$ cat config.mk
export PLATFORM = sky130hd
export DESIGN_NAME = mem_stage_flat
export DESIGN_NICKNAME = d
export VERILOG_FILES = /design/src/rtl/mem_stage_if.sv /design/src/rtl/mem_stage.sv /design/src/flat_wrapper.sv
export SDC_FILE = /design/constraint.sdc
export NUM_CORES = 1
export LEC_CHECK = 0
export CORE_ASPECT_RATIO = 0.7
export CORE_MARGIN = 2
export CORE_UTILIZATION = 50
export CTS_CLUSTER_SIZE = 20
export DETAILED_ROUTE_END_ITERATION = 8
export DONT_BUFFER_PORTS = 1
export GPL_ROUTABILITY_DRIVEN = 0
export PLACE_DENSITY = 0.62
export SLEW_MARGIN = 20
export SYNTH_ARGS = -nofsm -noshare
export SYNTH_HDL_FRONTEND = slang
export SYNTH_SLANG_ARGS = --single-unit
$ cat constraint.sdc
create_clock -name clk -period 3.1 [get_ports clk]
set_input_delay 0.465 -clock clk [delete_from_list [all_inputs] [get_ports clk]]
set_output_delay 0.465 -clock clk [all_outputs]
set_load 0.05 [all_outputs]
$ cat src/rtl/mem_stage_if.sv
// Bundles the execute-side, data-memory and writeback-side signals of mem_stage.
// The slave modport is the stage's own view; master is the surrounding pipeline's view.
interface mem_stage_if #(
    parameter int BITSIZE = 32
);
    logic               EX_MEM_give_i;
    logic               MEM_EX_get_o;
    logic [31:0]        EX_MEM_instruction_i;
    logic [BITSIZE-1:0] EX_MEM_pc_i;
    logic [BITSIZE-1:0] EX_MEM_result_i;
    logic [BITSIZE-1:0] EX_MEM_rs2_i;

    logic               dmem_req_o;
    logic               dmem_we_o;
    logic [BITSIZE-1:0] dmem_addr_o;
    logic [3:0]         dmem_be_o;
    logic [BITSIZE-1:0] dmem_wdata_o;
    logic [BITSIZE-1:0] dmem_rdata_i;
    logic               dmem_valid_i;

    logic               MEM_WB_give_o;
    logic               WB_MEM_get_i;
    logic [31:0]        MEM_WB_instruction_o;
    logic [BITSIZE-1:0] MEM_WB_pc_o;
    logic [BITSIZE-1:0] MEM_WB_data_o;
    logic               MEM_WB_misaligned_o;

    modport slave (
        input  EX_MEM_give_i, EX_MEM_instruction_i, EX_MEM_pc_i, EX_MEM_result_i, EX_MEM_rs2_i,
        output MEM_EX_get_o,
        output dmem_req_o, dmem_we_o, dmem_addr_o, dmem_be_o, dmem_wdata_o,
        input  dmem_rdata_i, dmem_valid_i,
        output MEM_WB_give_o, MEM_WB_instruction_o, MEM_WB_pc_o, MEM_WB_data_o, MEM_WB_misaligned_o,
        input  WB_MEM_get_i
    );

    modport master (
        output EX_MEM_give_i, EX_MEM_instruction_i, EX_MEM_pc_i, EX_MEM_result_i, EX_MEM_rs2_i,
        input  MEM_EX_get_o,
        input  dmem_req_o, dmem_we_o, dmem_addr_o, dmem_be_o, dmem_wdata_o,
        output dmem_rdata_i, dmem_valid_i,
        input  MEM_WB_give_o, MEM_WB_instruction_o, MEM_WB_pc_o, MEM_WB_data_o, MEM_WB_misaligned_o,
        output WB_MEM_get_i
    );
endinterface

$ cat src/rtl/mem_stage.sv
// Memory pipeline stage: performs aligned LOAD/STORE accesses on a single-outstanding
// data port and forwards every other instruction's result to writeback unchanged.
module mem_stage #(
    parameter int BITSIZE = 32
) (
    input  logic        clk,
    input  logic        resetn_i,
    mem_stage_if.slave  bus
);

    typedef enum logic [1:0] {
        IDLE = 2'd0,
        REQ  = 2'd1,
        GIVE = 2'd2
    } state_t;

    localparam logic [6:0] OP_LOAD  = 7'b0000011;
    localparam logic [6:0] OP_STORE = 7'b0100011;

    state_t state_q, state_d;

    // Decode of the instruction currently offered by execute
    logic [6:0]         opcode;
    logic [2:0]         funct3;
    logic [1:0]         lane;
    logic               is_load;
    logic               is_store;
    logic               size_misaligned;
    logic               misaligned;
    logic               mem_access;
    logic [3:0]         be;
    logic [BITSIZE-1:0] wdata;
    logic [BITSIZE-1:0] accept_data;
    logic               accept;

    // Captured transaction
    logic [31:0]        instr_q;
    logic [BITSIZE-1:0] pc_q;
    logic [BITSIZE-1:0] data_q;
    logic               misaligned_q;
    logic               is_load_q;
    logic [2:0]         funct3_q;
    logic [1:0]         lane_q;
    logic               we_q;
    logic [BITSIZE-1:0] addr_q;
    logic [3:0]         be_q;
    logic [BITSIZE-1:0] wdata_q;

    logic [BITSIZE-1:0] rdata_shifted;
    logic [BITSIZE-1:0] load_data;

    assign accept = (state_q == IDLE) && bus.EX_MEM_give_i;

    // NOTE: every signal assigned in an always_comb gets a default before any branch,
    // so no path can leave it unassigned and infer a latch.
    always_comb begin
        opcode   = bus.EX_MEM_instruction_i[6:0];
        funct3   = bus.EX_MEM_instruction_i[14:12];
        lane     = bus.EX_MEM_result_i[1:0];
        is_load  = (opcode == OP_LOAD) &&
                   (funct3 inside {3'b000, 3'b001, 3'b010, 3'b100, 3'b101});
        is_store = (opcode == OP_STORE) && (funct3 inside {3'b000, 3'b001, 3'b010});

        size_misaligned = 1'b0;
        be              = 4'b1111;
        wdata           = bus.EX_MEM_rs2_i;
        // funct3[1:0] encodes access size for both loads and stores
        unique case (funct3[1:0])
            2'b00: begin
                be    = 4'b0001 << lane;
                wdata = {4{bus.EX_MEM_rs2_i[7:0]}};
            end
            2'b01: begin
                size_misaligned = lane[0];
                be              = 4'b0011 << lane;
                wdata           = {2{bus.EX_MEM_rs2_i[15:0]}};
            end
            default: begin
                size_misaligned = (lane != 2'b00);
            end
        endcase

        misaligned = (is_load || is_store) && size_misaligned;
        mem_access = (is_load || is_store) && !size_misaligned;

        // Loads fill data later; stores report their address; faults report zero
        accept_data = bus.EX_MEM_result_i;
        if (misaligned || is_load) begin
            accept_data = '0;
        end
    end

    always_comb begin
        rdata_shifted = bus.dmem_rdata_i >> {lane_q, 3'b000};
        load_data     = rdata_shifted;
        unique case (funct3_q)
            3'b000:  load_data = {{(BITSIZE-8){rdata_shifted[7]}}, rdata_shifted[7:0]};
            3'b001:  load_data = {{(BITSIZE-16){rdata_shifted[15]}}, rdata_shifted[15:0]};
            3'b100:  load_data = {{(BITSIZE-8){1'b0}}, rdata_shifted[7:0]};
            3'b101:  load_data = {{(BITSIZE-16){1'b0}}, rdata_shifted[15:0]};
            default: load_data = rdata_shifted;
        endcase
    end

    always_comb begin
        state_d = state_q;
        unique case (state_q)
            IDLE: begin
                if (bus.EX_MEM_give_i) begin
                    state_d = mem_access ? REQ : GIVE;
                end
            end
            REQ: begin
                if (bus.dmem_valid_i) begin
                    state_d = GIVE;
                end
            end
            GIVE: begin
                if (bus.WB_MEM_get_i) begin
                    state_d = IDLE;
                end
            end
            default: state_d = IDLE;
        endcase
    end

    // NOTE: sequential state uses non-blocking assignments only, so every register
    // samples pre-edge values regardless of process ordering.
    always_ff @(posedge clk or negedge resetn_i) begin
        if (!resetn_i) begin
            state_q <= IDLE;
        end else begin
            state_q <= state_d;
        end
    end

    always_ff @(posedge clk or negedge resetn_i) begin
        if (!resetn_i) begin
            instr_q      <= '0;
            pc_q         <= '0;
            data_q       <= '0;
            misaligned_q <= 1'b0;
            is_load_q    <= 1'b0;
            funct3_q     <= '0;
            lane_q       <= '0;
            we_q         <= 1'b0;
            addr_q       <= '0;
            be_q         <= '0;
            wdata_q      <= '0;
        end else if (accept) begin
            instr_q      <= bus.EX_MEM_instruction_i;
            pc_q         <= bus.EX_MEM_pc_i;
            data_q       <= accept_data;
            misaligned_q <= misaligned;
            is_load_q    <= is_load && mem_access;
            funct3_q     <= funct3;
            lane_q       <= lane;
            // Memory bus registers only move for real accesses, keeping the port quiet otherwise
            if (mem_access) begin
                we_q    <= is_store;
                addr_q  <= {bus.EX_MEM_result_i[BITSIZE-1:2], 2'b00};
                be_q    <= be;
                wdata_q <= is_store ? wdata : '0;
            end
        end else if ((state_q == REQ) && bus.dmem_valid_i && is_load_q) begin
            data_q <= load_data;
        end
    end

    assign bus.MEM_EX_get_o         = (state_q == IDLE);
    assign bus.dmem_req_o           = (state_q == REQ);
    assign bus.dmem_we_o            = we_q;
    assign bus.dmem_addr_o          = addr_q;
    assign bus.dmem_be_o            = be_q;
    assign bus.dmem_wdata_o         = wdata_q;
    assign bus.MEM_WB_give_o        = (state_q == GIVE);
    assign bus.MEM_WB_instruction_o = instr_q;
    assign bus.MEM_WB_pc_o          = pc_q;
    assign bus.MEM_WB_data_o        = data_q;
    assign bus.MEM_WB_misaligned_o  = misaligned_q;

endmodule

$ cat src/flat_wrapper.sv
// flat-port wrapper written by rule: the top's interface ports become plain ports
module mem_stage_flat 
#(
    parameter int BITSIZE = 32
)
  (clk, resetn_i, bus_EX_MEM_give_i, bus_EX_MEM_instruction_i, bus_EX_MEM_pc_i, bus_EX_MEM_result_i, bus_EX_MEM_rs2_i, bus_MEM_EX_get_o, bus_dmem_req_o, bus_dmem_we_o, bus_dmem_addr_o, bus_dmem_be_o, bus_dmem_wdata_o, bus_dmem_rdata_i, bus_dmem_valid_i, bus_MEM_WB_give_o, bus_MEM_WB_instruction_o, bus_MEM_WB_pc_o, bus_MEM_WB_data_o, bus_MEM_WB_misaligned_o, bus_WB_MEM_get_i);
  mem_stage_if #(.BITSIZE(BITSIZE)) bus_i ();
  input  logic clk;
  input  logic resetn_i;
  input wire logic [$bits(bus_i.EX_MEM_give_i)-1:0] bus_EX_MEM_give_i;
  input wire logic [$bits(bus_i.EX_MEM_instruction_i)-1:0] bus_EX_MEM_instruction_i;
  input wire logic [$bits(bus_i.EX_MEM_pc_i)-1:0] bus_EX_MEM_pc_i;
  input wire logic [$bits(bus_i.EX_MEM_result_i)-1:0] bus_EX_MEM_result_i;
  input wire logic [$bits(bus_i.EX_MEM_rs2_i)-1:0] bus_EX_MEM_rs2_i;
  output wire logic [$bits(bus_i.MEM_EX_get_o)-1:0] bus_MEM_EX_get_o;
  output wire logic [$bits(bus_i.dmem_req_o)-1:0] bus_dmem_req_o;
  output wire logic [$bits(bus_i.dmem_we_o)-1:0] bus_dmem_we_o;
  output wire logic [$bits(bus_i.dmem_addr_o)-1:0] bus_dmem_addr_o;
  output wire logic [$bits(bus_i.dmem_be_o)-1:0] bus_dmem_be_o;
  output wire logic [$bits(bus_i.dmem_wdata_o)-1:0] bus_dmem_wdata_o;
  input wire logic [$bits(bus_i.dmem_rdata_i)-1:0] bus_dmem_rdata_i;
  input wire logic [$bits(bus_i.dmem_valid_i)-1:0] bus_dmem_valid_i;
  output wire logic [$bits(bus_i.MEM_WB_give_o)-1:0] bus_MEM_WB_give_o;
  output wire logic [$bits(bus_i.MEM_WB_instruction_o)-1:0] bus_MEM_WB_instruction_o;
  output wire logic [$bits(bus_i.MEM_WB_pc_o)-1:0] bus_MEM_WB_pc_o;
  output wire logic [$bits(bus_i.MEM_WB_data_o)-1:0] bus_MEM_WB_data_o;
  output wire logic [$bits(bus_i.MEM_WB_misaligned_o)-1:0] bus_MEM_WB_misaligned_o;
  input wire logic [$bits(bus_i.WB_MEM_get_i)-1:0] bus_WB_MEM_get_i;
  assign bus_i.EX_MEM_give_i = bus_EX_MEM_give_i;
  assign bus_i.EX_MEM_instruction_i = bus_EX_MEM_instruction_i;
  assign bus_i.EX_MEM_pc_i = bus_EX_MEM_pc_i;
  assign bus_i.EX_MEM_result_i = bus_EX_MEM_result_i;
  assign bus_i.EX_MEM_rs2_i = bus_EX_MEM_rs2_i;
  assign bus_MEM_EX_get_o = bus_i.MEM_EX_get_o;
  assign bus_dmem_req_o = bus_i.dmem_req_o;
  assign bus_dmem_we_o = bus_i.dmem_we_o;
  assign bus_dmem_addr_o = bus_i.dmem_addr_o;
  assign bus_dmem_be_o = bus_i.dmem_be_o;
  assign bus_dmem_wdata_o = bus_i.dmem_wdata_o;
  assign bus_i.dmem_rdata_i = bus_dmem_rdata_i;
  assign bus_i.dmem_valid_i = bus_dmem_valid_i;
  assign bus_MEM_WB_give_o = bus_i.MEM_WB_give_o;
  assign bus_MEM_WB_instruction_o = bus_i.MEM_WB_instruction_o;
  assign bus_MEM_WB_pc_o = bus_i.MEM_WB_pc_o;
  assign bus_MEM_WB_data_o = bus_i.MEM_WB_data_o;
  assign bus_MEM_WB_misaligned_o = bus_i.MEM_WB_misaligned_o;
  assign bus_i.WB_MEM_get_i = bus_WB_MEM_get_i;
  mem_stage #(.BITSIZE(BITSIZE)) u_core (.clk(clk), .resetn_i(resetn_i), .bus(bus_i));
endmodule
# Word-level counts from Yosys, hierarchy flattened
# Index checks and enable logic that the tools add are counted.
# classes
reduce_logical	21
muxes	13
n_eq_ne	15
shift	3
# ops
cell	n
2-to-1 mux 32 bit	4
one-hot mux 32 bit (4 select lines)	1
one-hot mux 32 bit (2 select lines)	1
right shift 32 x 5 -> 32 bit	1
== test 3 bit, second input constant	4
logical AND 1 bit	8
2-to-1 mux 2 bit	4
one-hot mux 4 bit (2 select lines)	1
== test 7 x 2 -> 1 bit, second input constant	1
== test 7 x 6 -> 1 bit, second input constant	1
== test 3 x 1 -> 1 bit, second input constant	2
logical NOT 3 bit	2
one-hot mux 2 bit (3 select lines)	1
nonzero test 5 bit	1
== test 2 x 1 -> 1 bit, second input constant	2
logical NOT 2 bit	2
!= test 2 x 1 -> 1 bit, second input constant	2
nonzero test 2 bit	2
<< shifter 1 x 2 -> 4 bit, first input constant	1
<< shifter 2 x 2 -> 4 bit, first input constant	1
== test 3 x 2 -> 1 bit, second input constant	1
AND reduction 3 bit	1
nonzero test 3 bit	1
== test 2 bit, second input constant	1
other kinds (5)	6
# word_totals
reg_bits	172
output_inout_bits	169
wordCells	64
input_bits	165

# Logic depth before layout (Yosys ltp)
# Gate-level depths: netlist of the first run.
# depth
word_depth	8
mapped_depth	8
mapped_depth_nobuf	5

# Least setup slack after synthesis of the first run
# No wires, ideal clock.
# synth_timing
path_kind	reg-to-reg
start	register u_core.state_q[1]
end	register u_core.data_q[16] (netlist: u_core.bus.MEM_WB_data_o[16])
setup_slack_ns	0.752
synth_period_minus_slack_ns	2.348
n_path_buf	2
t_required_ns	3.032
t_arrival_ns	2.280
path_stages_with_launch	8
setup_time_ns	0.068
cell_sequence	dfrtp_1 > clkbuf_1 > nor2b_1 > nand3_2 > nor4bb_1 > clkbuf_1 > a221oi_1 > nand2_1
# synth_between
elab_chain_len	4
elab_cells_between_ends	7
cone_classes	eq/ne (1); mux (1); reduce/logical (5)
# synth_lines
item	line	rtl
from (decl)	mem_stage.sv:20	state_t state_q, state_d;
from (signal assigned)	mem_stage.sv:133	state_q <= state_d;
== test 2 x 1 -> 1 bit	n/a	
via bus_dmem_req_o	flat_wrapper.sv:16	output wire logic [$bits(bus_i.dmem_req_o)-1:0] bus_dmem_req_o;
logical AND 1 bit (2 in series)	mem_stage.sv:165	end else if ((state_q == REQ) && bus.dmem_valid_i && is_load_q) begin
nonzero test 2 bit (no source line)	n/a	
to (signal assigned)	mem_stage.sv:153	data_q <= accept_data;
to (signal assigned)	mem_stage.sv:166	data_q <= load_data;
to (decl)	mem_stage.sv:39	logic [BITSIZE-1:0] data_q;
# The timed path passes the listed nets, and every way through them passes these cells.
# A chain may end at the register's enable or synchronous reset.

# Final worst setup path of the first run
# layout_timing
start	register u_core.state_q[0]
end	register u_core.wdata_q[2] (netlist: u_core.bus.dmem_wdata_o[2])
# layout_between
elab_chain_len	3
# layout_lines
item	line	rtl
logical NOT 2 bit	mem_stage.sv:52	assign accept = (state_q == IDLE) && bus.EX_MEM_give_i;
logical AND 1 bit	mem_stage.sv:52	
AND reduction 2 bit (no source line)	n/a	
to (signal assigned)	mem_stage.sv:163	wdata_q <= is_store ? wdata : '0;
to (decl)	mem_stage.sv:47	logic [BITSIZE-1:0] wdata_q;
# Every way passes these cells.

==> metrics.md, run 1 <==
| Metric | Value |
|---|---|
| Outcome | `complete, but fails checks` |
| Violated checks | `negative hold slack` |
| H-tree level count | `4` |
| WL/cell | `21.8 um` |
| Cell Area, Synth | `between 0.007 and 0.008 mm^2` |
| Primary FF master, synth | `dfrtp_1` |
| Initial antenna violation count | `0` |
| Diode count | `0` |
| Worst slew pin tran | `a little under 1 ns` |
| Die area | `about 0.016 mm^2` |
| Multi-input gate area | `0.00317 mm^2` |
| Cts repair resizes | `0` |
| Initial DRT Pass Iterations | `5` |
| Clk_lat worst skew | `roughly 0.42 ns` |
| Post-synth cell types | `47` |
| RSZ-0062 raised after global routing | `false` |
| Drt total wl | `roughly 22 mm` |
| Worst setup EP type | `flop` |
| Routed Antenna Nets | `0` |
| CTS tree | `yes` |
| Sequential share of power | `0.563` |
| Num rows | `37` |
| Detail Placement HPWL | `16.0 mm` |
| Logic pwr share | `0.119` |
| Vias/cell | `just under 6` |
| Post-synth EDFFs | `0` |
| Tmin final | `2.39 ns` |
| Post-CTS setup buffers | `0` |
| Simple-gate share of the synthesized area | `0.226` |
| Post-route cell area | `roughly 0.0084 mm^2` |
| Pwr dens | `812 mW/mm^2` |
| LEAKAGE | `4.12 nW` |
| CP required | `3.41 ns` |
| Xor/xnor share of the synthesized area | `0` |
| CP max FO | `63` |
| Area Growth Syn to Fin | `9.49%` |
| Largest family of logic cells by synthesized area | `simple AND/OR/NAND/NOR gates` |
| Residual DRC | `0` |
| Placed Area | `~0.0078 mm^2` |
| R2R depth | `5` |
| Critical path class | `reg2reg` |
| Clock Power Share | `0.318` |
| Core ar. | `0.0148 mm^2` |
| Layout cell share with drive strength beyond 1 | `0.0766` |
| CTS Buf Count | `17` |
| Switching power of the nets | `around 0.0028 W` |
| Initial core utilization | `0.515` |
| Nets | `approximately 990` |
| # port buffers | `0` |
| Max-slew violations | `0` |
| Async set-reset flop share out of synthesis | `1.00` |
| Data arrival time of the critical path | `~2.7 ns` |
| Sw frac | `0.408` |
| Ys Warns | `0` |
| Die Span Y | `107 um` |
| First-pass GRT wire length | `around 33 mm` |
| Largest net degree at the start of global routing | `170` |
| # Max-Cap Violations | `0` |
| IO Pins | `334` |
| Final Non-Filler Cells | `around 1000` |
| Final hold vios | `169` |
| Mapped Cells | `844` |
| Skew final | `around 0.0087 ns` |
| Post-synthesis mux area share | `0.0620` |
| Vias in the first global route | `~6000` |
| Total global routing track utilization | `0.271` |
| Sequential share of the synthesized area | `0.554` |
| Seq. cell area | `~0.0042 mm^2` |
| Pint | `around 0.004 W` |
| Sinks on Clock Net | `~170` |
| Peak supply drop | `~0.00033 V` |
| Rel. slew slack | `0.343` |
| Min-delay worst type | `in2async` |
| Avg Inst Size Synth | `around 9.0 um^2` |
| Die width | `around 150 um` |
| Yosys reg bits | `between 150 and 200` |
| Compound-Gate Fraction of Synth Area | `0.123` |
| GRT overflow | `0` |
| Clock Tree Root | `clkbuf_16` |
| Initial DRC count | `a little over 400` |
| Synth Area in Adders | `0` |
| Period Utilization, post-route | `0.771` |
| Fin Setup TNS | `0 ns` |
| Longest Clk Path Bufs | `2` |
| Inst Count DP | `around 1000` |
| Via count | `about 6000` |
| Setup violations, final | `0` |
| Clock-pin slew on the worst setup and hold paths | `0.07 ns` |
| Max frequency | `419 MHz` |
| Hold_ws | `-0.269 ns` |
| CP Launch Type | `flop` |
| Fill cell count | `about 1300` |
-- cell usage after synthesis (all sizes together) (9+ instances only) --
| cell | count | area, um^2 |
|---|---|---|
| a21oi | 37 | 185 |
| a221o | 9 | 90.1 |
| a22o | 9 | 78.8 |
| buf | 24 | 125 |
| clkbuf | 32 | 121 |
| dfrtp | 169 | 4230 |
| mux2i | 36 | 360 |
| nand2 | 362 | 1360 |
| nor2 | 30 | 115 |
| nor2b | 10 | 62.6 |
| o21ai | 46 | 230 |
-- worst max-delay path: stages, from the launching register on --
cell and delay, ns:
dfrtp_1 0.49, nor3b_4 0.50, nand2_1 0.19, or3_2 0.44
buf_4 0.33, a22o_1 0.28
-- power by group through the flow --
stage / sequential, W / combinational, W / clock [W]
floorplan: 0.00376 / 0.000659 / 0
global placement: 0.00386 / 0.000764 / 0
detailed placement: 0.00386 / 0.000808 / 0
CTS: 0.00382 / 0.000806 / 0.00218
global route: 0.00386 / 0.000914 / 0.00226
finish: 0.00382 / 0.000806 / 0.00216
-- final cells by class --
class / count / share of cell area
clock buffer: 18 / 0.0514
timing repair buffer: 14 / 0.0126
multi-input combinational: 615 / 0.379
inverter: 5 / 0.00225
clock inverter: 14 / 0.0190
tap: 195 / 0.0292
sequential: 169 / 0.506
-- placed cells by master, fill, tap and decap left out, types with 7 or more instances in the layout --
cell type	count
dfrtp_1	169
a22o_1	9
nor2_1	29
o221ai_1	7
clkbuf_16	17
nor2b_1	10
o21a_1	7
a221o_1	9
mux2i_1	36
o21ai_0	41
a21oi_1	37
a221oi_1	8
mux2_2	8
buf_4	14
nand2_1	361
a211oi_1	8
-- stage by stage --
| step | utilization | power (W) | setup slack [ns] |
|---|---|---|---|
| 2_1_floorplan | - | 0.00442 | 0.752 |
| 3_3_place_gp | 0.524 | 0.00462 | 0.814 |
| 3_5_place_dp | 0.524 | 0.00467 | 0.736 |
| 4_1_cts | 0.564 | 0.00681 | 0.726 |
| 5_1_grt | 0.564 | 0.00704 | 0.548 |
| 6_report | 0.564 | 0.00678 | 0.711 |
-- state kept, by name (all words and copies together) (netlist names) --
register and count:
u_core.bus.MEM_WB_pc_o 32, u_core.bus.dmem_wdata_o 32, u_core.is_load_q 1, u_core.bus.MEM_WB_instruction_o 30
u_core.state_q 2, u_core.bus.dmem_we_o 1, u_core.lane_q 2, u_core.bus.dmem_be_o 4
u_core.bus.MEM_WB_data_o 32, u_core.bus.dmem_addr_o 30, u_core.bus.MEM_WB_misaligned_o 1, u_core.funct3_q 2
-- final timing paths --
path                                         startpoint                             endpoint  slack (ns)
hold reg to reg                        u_core.is_load_q                     u_core.is_load_q        0.60
hold / removal                                 resetn_i            u_core.bus.MEM_WB_pc_o[8]       -0.27
setup reg to reg                      u_core.state_q[0]           u_core.bus.dmem_wdata_o[2]        0.71
min in group clk           bus_EX_MEM_instruction_i[18]  u_core.bus.MEM_WB_instruction_o[18]        0.15
max in group asynchronous                      resetn_i           u_core.bus.dmem_addr_o[17]        3.10
setup / recovery                      u_core.state_q[0]           u_core.bus.dmem_wdata_o[2]        0.71
-- metal layers --
metal  up-vias  share of wire  global-route usage
met2       288           0.46               0.422
met3        36           0.11              0.0953
li1       2745              -                   -
met4         0          0.022               0.111
met5         -              0                   0
met1      2884           0.40               0.346
-- logic make-up (layout without fill, tap and decap cells) --
kind of cell	after synthesis	count (layout)
AOI/OAI and AO/OA	143	143
buffers and inverters	61	51
muxes	45	45
other	1	2
DFF	169	169
and+or+nand+nor	425	425
(Power assumes the default switching activity.)
==> inputs of run 2 (changes only) <==
==> constraint.sdc (replaced) <==
create_clock -name clk -period 2.5 [get_ports clk]
set_input_delay 0.375 -clock clk [delete_from_list [all_inputs] [get_ports clk]]
set_output_delay 0.375 -clock clk [all_outputs]
set_load 0.05 [all_outputs]
==> run 2 against run 1 <==
Compared with the run above:
- the run still ends with negative hold slack left
- via count shrank 0.82%
- combinational power is 28% higher
- wire length fell by 1.6%
- clock skew decreased by 0.00061 ns
- critical path depth unchanged
- critical endpoint is now u_core.bus.MEM_WB_data_o[12]
- largest cell class unchanged
==> metrics.md, run 2 (synthesis results as in run 1) <==
| Metric | Value |
|---|---|
| Detail Placement HPWL | `16.1 mm (was 16.0 mm)` |
| CTS tree | `yes (unchanged)` |
| Switching power of the nets | `0.00340 W (was 0.00277 W)` |
| CP Launch Type | `flop (unchanged)` |
| Drt total wl | `22.0 mm (was 22.4 mm)` |
| Met3 usage | `0.110 (was 0.0953)` |
| Data arrival time of the critical path | `2.45 ns (was 2.70 ns)` |
| Sw frac | `0.406 (was 0.408)` |
| Die width | `152 um (unchanged)` |
| Min-delay worst type | `in2async (unchanged)` |
| Worst setup EP type | `flop (unchanged)` |
| Seq. cell area | `0.00423 mm^2 (unchanged)` |
| Area Growth Syn to Fin | `9.94% (was 9.49%)` |
| Longest Clk Path Bufs | `2 (unchanged)` |
| Layout cell share with drive strength beyond 1 | `0.0820 (was 0.0766)` |
| GRT overflow | `0 (unchanged)` |
| RSZ-0062 raised after global routing | `false (unchanged)` |
| Diode count | `0 (unchanged)` |
| Met1 Use GR | `0.342 (was 0.346)` |
| First-pass GRT wire length | `32.9 mm (was 33.3 mm)` |
| H-tree level count | `4 (unchanged)` |
| CP required | `2.85 ns (was 3.41 ns)` |
| Tot Pwr | `0.00838 W (was 0.00678 W)` |
| Sinks on Clock Net | `169 (unchanged)` |
| CTS Buf Count | `17 (unchanged)` |
| Die area | `0.0163 mm^2 (unchanged)` |
| Cts repair resizes | `0 (unchanged)` |
| Largest net degree at the start of global routing | `170 (unchanged)` |
| Rel. slew slack | `0.372 (was 0.343)` |
| Critical path class | `reg2reg (unchanged)` |
| Pint | `0.00498 W (was 0.00401 W)` |
| Max-slew violations | `0 (unchanged)` |
| Clock-pin slew on the worst setup and hold paths | `0.07 ns (about the same)` |
| Hold_ws | `-0.373 ns (was -0.269 ns)` |
| IO Pins | `334 (unchanged)` |
| Die Span Y | `107 um (unchanged)` |
| Vias/cell | `5.70 (was 5.78)` |
| Setup violations, final | `0 (unchanged)` |
| Pwr dens | `999 mW/mm^2 (was 812 mW/mm^2)` |
| Worst slew pin tran | `0.942 ns (was 0.983 ns)` |
| Post-CTS setup buffers | `0 (unchanged)` |
| Nets | `993 (was 987)` |
| Clock Power Share | `0.314 (was 0.318)` |
| Initial DRT Pass Iterations | `4 (was 5)` |
| Most frequent cells in the layout | `nand2_1 (361), dfrtp_1 (169), o21ai_0 (41), a21oi_1 (37), mux2i_1 (36) (unchanged)` |
| Vias in the first global route | `5734 (was 6022)` |
| Core ar. | `0.0148 mm^2 (unchanged)` |
| DP Worst Slack | `0.448 ns (was 0.736 ns)` |
| Period Utilization, post-route | `0.839 (was 0.771)` |
| Fin Setup TNS | `0 ns (unchanged)` |
| # Max-Cap Violations | `0 (unchanged)` |
| Violated checks | `negative hold slack (unchanged)` |
| Grt peak-use layer | `met2 (unchanged)` |
| WL/cell | `21.3 um (was 21.8 um)` |
| Initial DRC count | `430 (was 406)` |
| # port buffers | `0 (unchanged)` |
| Total global routing track utilization | `0.268 (was 0.271)` |
| Clock Tree Root | `clkbuf_16 (unchanged)` |
| Initial antenna violation count | `0 (unchanged)` |
| Skew final | `0.00806 ns (was 0.00867 ns)` |
| LEAKAGE | `4.14 nW (was 4.12 nW)` |
| Placed Area | `0.00781 mm^2 (was 0.00777 mm^2)` |
| Via count | `5904 (was 5953)` |
| CP max FO | `32 (was 63)` |
| Logic pwr share | `0.123 (was 0.119)` |
| Sequential share of power | `0.563 (about the same)` |
| Max frequency | `477 MHz (was 419 MHz)` |
| Fill cell count | `1317 (was 1302)` |
| Residual DRC | `0 (unchanged)` |
| Met2 Usage GRT | `0.413 (was 0.422)` |
| Peak supply drop | `0.000477 V (was 0.000332 V)` |
| Outcome | `complete, but fails checks (unchanged)` |
| Tmin final | `2.10 ns (was 2.39 ns)` |
| Clk_lat worst skew | `0.43 ns (was 0.42 ns)` |
| Final Worst Setup Slack | `0.403 ns (was 0.711 ns)` |
| Final hold vios | `169 (unchanged)` |
| Routed Antenna Nets | `0 (unchanged)` |
| Multi-input gate area | `0.00317 mm^2 (unchanged)` |
| Post-route cell area | `0.00839 mm^2 (was 0.00835 mm^2)` |
| Num rows | `37 (unchanged)` |
| Leading cell type in the layout, fill and taps excluded | `nand2_1 (unchanged)` |
| Initial core utilization | `0.515 (unchanged)` |
## run 2: final timing paths
kind,start,endpoint,slack (ns),cells past startpoint
min,resetn_i,u_core.bus.MEM_WB_pc_o[8],-0.37,0
min reg2reg,u_core.is_load_q,u_core.is_load_q,0.58,1
max in group asynchronous,resetn_i,u_core.state_q[1],2.51,0
min in group clk,bus_EX_MEM_pc_i[8],u_core.bus.MEM_WB_pc_o[8],0.04,2
max reg2reg,u_core.state_q[0],u_core.bus.MEM_WB_data_o[12],0.40,5
max,u_core.state_q[0],u_core.bus.MEM_WB_data_o[12],0.40,5
## run 2: critical path, stage by stage, from the launching register on
cell	delay, ns
dfrtp_1	0.49
nor2_1	0.22
nand2_2	0.22
a31oi_4	0.80
nand2_1	0.15
o21ai_0	0.12
## run 2: cell type report
type,instances,area share
repair buffers,20,0.0179
flip-flops and latches,169,0.504
clock inverters,13,0.0172
inverters,5,0.00224
clock buffers,19,0.0516
multi-input cells,615,0.378
well taps,195,0.0291
## run 2: routing by layer
| metal | up-vias | routed length (um) | share of wire |
|---|---|---|---|
| met3 | 31 | 2630 | 0.12 |
| met5 | - | 0 | 0 |
| met4 | 0 | 442 | 0.020 |
| met2 | 276 | 10300 | 0.47 |
| met1 | 2843 | 8710 | 0.40 |
| li1 | 2754 | - | - |
## run 2: power groups by stage
stage	clock network, W	registers, W	logic [W]
final	0.00263	0.00472	0.00103
after detailed placement	0	0.00477	0.00104
after floorplan	0	0.00466	0.000818
after global placement	0	0.00477	0.000987
after global routing	0.00278	0.00477	0.00116
after CTS	0.00267	0.00472	0.00103
## run 2: per-stage QoR
step	cells	utilization
after floorplan	845	-
after global placement	1004	0.527
after detailed placement	1004	0.527
after CTS	1036	0.566
after global routing	1036	0.566
final	1036	0.566
==> inputs of run 3 (changes only) <==
--- a/config.mk
+++ b/config.mk
@@ -12,7 +12,7 @@
 export DETAILED_ROUTE_END_ITERATION = 8
 export DONT_BUFFER_PORTS = 1
 export GPL_ROUTABILITY_DRIVEN = 0
-export PLACE_DENSITY = 0.62
+export PLACE_DENSITY = 0.65
 export SLEW_MARGIN = 20
 export SYNTH_ARGS = -nofsm -noshare
 export SYNTH_HDL_FRONTEND = slang
==> constraint.sdc (replaced) <==
create_clock -name clk -period 1.7 [get_ports clk]
set_input_delay 0.255 -clock clk [delete_from_list [all_inputs] [get_ports clk]]
set_output_delay 0.255 -clock clk [all_outputs]
set_load 0.05 [all_outputs]
==> run 3 against run 2 <==
Compared with the run above:
- the run ends with negative hold slack, negative setup slack left
- count of clock-buffer cells in the layout unchanged
- critical path depth up 1
- global-route usage up 3.6 points
- worst hold slack worse by 0.11 ns
- power up 55%
- sequential power up 47%
- maximum frequency up 9.5%
- sequential cell count unchanged
==> metrics.md, run 3 (synthesis results as in run 1) <==
| Metric | Value |
|---|---|
| Initial antenna violation count | `4 (was 0)` |
| Rel. slew slack | `0.602 (was 0.372)` |
| Drt total wl | `26.7 mm (was 22.0 mm)` |
| CP max FO | `8 (was 32)` |
| Die area | `0.0163 mm^2 (unchanged)` |
| Critical path class | `reg2reg (unchanged)` |
| CP required | `2.01 ns (was 2.85 ns)` |
| Violated checks | `negative hold slack, negative setup slack (was negative hold slack)` |
| CP max stage cell | `mux4_2 (was a31oi_4)` |
| Core ar. | `0.0148 mm^2 (unchanged)` |
| Total global routing track utilization | `0.304 (was 0.268)` |
| R2R setup slack | `-0.22 ns (was 0.40 ns)` |
| Residual DRC | `0 (unchanged)` |
| Initial DRC count | `582 (was 430)` |
| Detail Placement HPWL | `16.8 mm (was 16.1 mm)` |
| Peak supply drop | `0.000806 V (was 0.000477 V)` |
| R2R depth | `6 (was 5)` |
| R2r endpoint | `u_core.bus.MEM_WB_data_o[30] (was u_core.bus.MEM_WB_data_o[12])` |
| Vias/cell | `5.84 (was 5.70)` |
| RSZ-0062 raised after global routing | `true (was false)` |
| Initial core utilization | `0.515 (unchanged)` |
| Tmin final | `1.92 ns (was 2.10 ns)` |
| Via count | `6922 (was 5904)` |
| Longest Clk Path Bufs | `2 (unchanged)` |
| Skew final | `0.0130 ns (was 0.00806 ns)` |
| Sinks on Clock Net | `169 (unchanged)` |
| Period Utilization, post-route | `1.13 (was 0.839)` |
| Largest net degree at the start of global routing | `170 (unchanged)` |
| Setup violations, final | `54 (was 0)` |
| Layout cell share with drive strength beyond 1 | `0.217 (was 0.0820)` |
| GRT overflow | `0 (unchanged)` |
| Max frequency | `522 MHz (was 477 MHz)` |
| DP Worst Slack | `-0.197 ns (was 0.448 ns)` |
| Worst-path cell chain | `mux4_2 -> and3b_4 -> a41oi_4 -> buf_12 -> a21oi_2 -> a221o_1 (was nor2_1 -> nand2_2 -> a31oi_4 -> nand2_1 -> o21ai_0)` |
| CTS tree | `yes (unchanged)` |
| Pwr dens | `1230 mW/mm^2 (was 999 mW/mm^2)` |
| Fin Setup TNS | `-2.97 ns (was 0 ns)` |
| Fill cell count | `1067 (was 1317)` |
| LEAKAGE | `5.00 nW (was 4.14 nW)` |
| Die Span Y | `107 um (unchanged)` |
| Worst r2r src | `u_core.lane_q[1] (was u_core.state_q[0])` |
| Max-slew violations | `0 (unchanged)` |
| Worst path max stage delay | `0.54 ns (was 0.80 ns)` |
| Worst setup EP type | `flop (unchanged)` |
| Area Growth Syn to Fin | `38.3% (was 9.94%)` |
| # port buffers | `0 (unchanged)` |
| Leading cell type in the layout, fill and taps excluded | `nand2_1 (unchanged)` |
| Num rows | `37 (unchanged)` |
| Final Worst Setup Slack | `-0.215 ns (was 0.403 ns)` |
| Final hold vios | `169 (unchanged)` |
| Min-delay worst type | `in2async (unchanged)` |
| Die width | `152 um (unchanged)` |
| WL/cell | `22.5 um (was 21.3 um)` |
| Data arrival time of the critical path | `2.22 ns (was 2.45 ns)` |
| Worst slew pin tran | `0.597 ns (was 0.942 ns)` |
| # hold bufs at CTS | `approximately 100` |
| CTS Buf Count | `17 (unchanged)` |
| Outcome | `complete, but fails checks (unchanged)` |
| First-pass GRT wire length | `37.6 mm (was 32.9 mm)` |
| Nets | `1139 (was 993)` |
| Most frequent cells in the layout | `nand2_1 (296), dfrtp_1 (168), dlygate4sd3_1 (104), nand2_2 (36), mux2i_1 (35) (was nand2_1 (361), dfrtp_1 (169), o21ai_0 (41), a21oi_1 (37), mux2i_1 (36))` |
| Clock-pin slew on the worst setup and hold paths | `0.07 ns (about the same)` |
| Clock Tree Root | `clkbuf_16 (unchanged)` |
| Hold_ws | `-0.487 ns (was -0.373 ns)` |
| Routed Antenna Nets | `0 (unchanged)` |
| Clk_lat worst skew | `0.43 ns (about the same)` |
| Vias in the first global route | `6837 (was 5734)` |
| CP Launch Type | `flop (unchanged)` |
| IO Pins | `334 (unchanged)` |
| # Max-Cap Violations | `0 (unchanged)` |
| H-tree level count | `4 (unchanged)` |
| Initial DRT Pass Iterations | `5 (was 4)` |
## run 3: changes by cell type in the layout (fill, tap and decap cells not counted), moves of 12 or more
cell | previous run | this run
buf_4 | 20 | 34
buf_6 | 0 | 12
dlygate4sd3_1 | 0 | 104
nand2_1 | 361 | 296
nand2_2 | 1 | 36
nand2_4 | 0 | 30
o21ai_0 | 41 | 22
o21ai_2 | 0 | 15
## run 3: per-stage QoR
step | hold slack (ns) | total power (W) | instance area, um^2 | instances | utilization
3_3_place_gp | -0.0378 | 0.00859 | 8060 | 1027 | 0.544
4_1_cts | -0.499 | 0.0128 | 9810 | 1166 | 0.662
6_report | -0.487 | 0.0130 | 10600 | 1186 | 0.712
2_1_floorplan | -0.0406 | 0.00809 | 7710 | 845 | -
3_5_place_dp | -0.0375 | 0.00867 | 8060 | 1027 | 0.544
5_1_grt | -0.507 | 0.0135 | 10600 | 1186 | 0.712
## run 3: layout make-up
type / instances / area, um^2 / area share
clock inverter: 13 / 158 / 0.0149
inverter: 5 / 18.8 / 0.00178
multi-input combinational: 616 / 3690 / 0.350
clock buffer: 19 / 433 / 0.0410
antenna: 4 / 10.0 / 0.000948
sequential: 169 / 4230 / 0.401
tap: 195 / 244 / 0.0231
timing repair buffer: 165 / 1770 / 0.168
## run 3: what timing repair did
| item | in CTS | in global routing |
|---|---|---|
| pin swaps | 4 | 38 |
| endpoints found under the setup margin | 58 | 101 |
| cloned | 1 | 10 |
| gates resized for setup | 16 | 150 |
| endpoints found under the hold margin | 305 | 169 |
| setup buffers | 2 | 7 |
## run 3: power by group
part	internal (W)	leakage (nW)	switching, W
Sequential	0.00454	2.18	0.00239
Combinational	0.000974	2.54	0.00117
Clock	0.00221	0.286	0.00172
## run 3: critical path: cells and delay by family, from the launching register on
family | cells | cell delay [ns]
simple gates | 1 | 0.21
buf+inv | 1 | 0.16
mux | 1 | 0.54
compound gates | 3 | 0.50
flops | 1 | 0.39
## run 3: metal layers
layer / track usage / vias to the layer above / share of wire
met3: 0.119 / 76 / 0.11
met4: 0.134 / 0 / 0.036
met5: 0 / - / 0
li1: - / 3072 / -
met2: 0.491 / 387 / 0.48
met1: 0.362 / 3387 / 0.37
## run 3: how the worst max path moves through the flow
stage | slack (ns) | end | startpoint | cells after the start
6_report | -0.22 | u_core.bus.MEM_WB_data_o[30] | u_core.lane_q[1] | 6
5_1_grt | -0.28 | u_core.bus.MEM_WB_data_o[31] | u_core.lane_q[1] | 6
4_1_cts | -0.20 | u_core.bus.MEM_WB_data_o[25] | u_core.lane_q[1] | 5
3_5_place_dp | -0.20 | u_core.bus.MEM_WB_data_o[30] | u_core.lane_q[1] | 5
3_3_place_gp | -0.13 | u_core.bus.MEM_WB_data_o[29] | u_core.lane_q[1] | 5
2_1_floorplan | -0.22 | u_core.bus.MEM_WB_data_o[30] | u_core.funct3_q[0] | 6
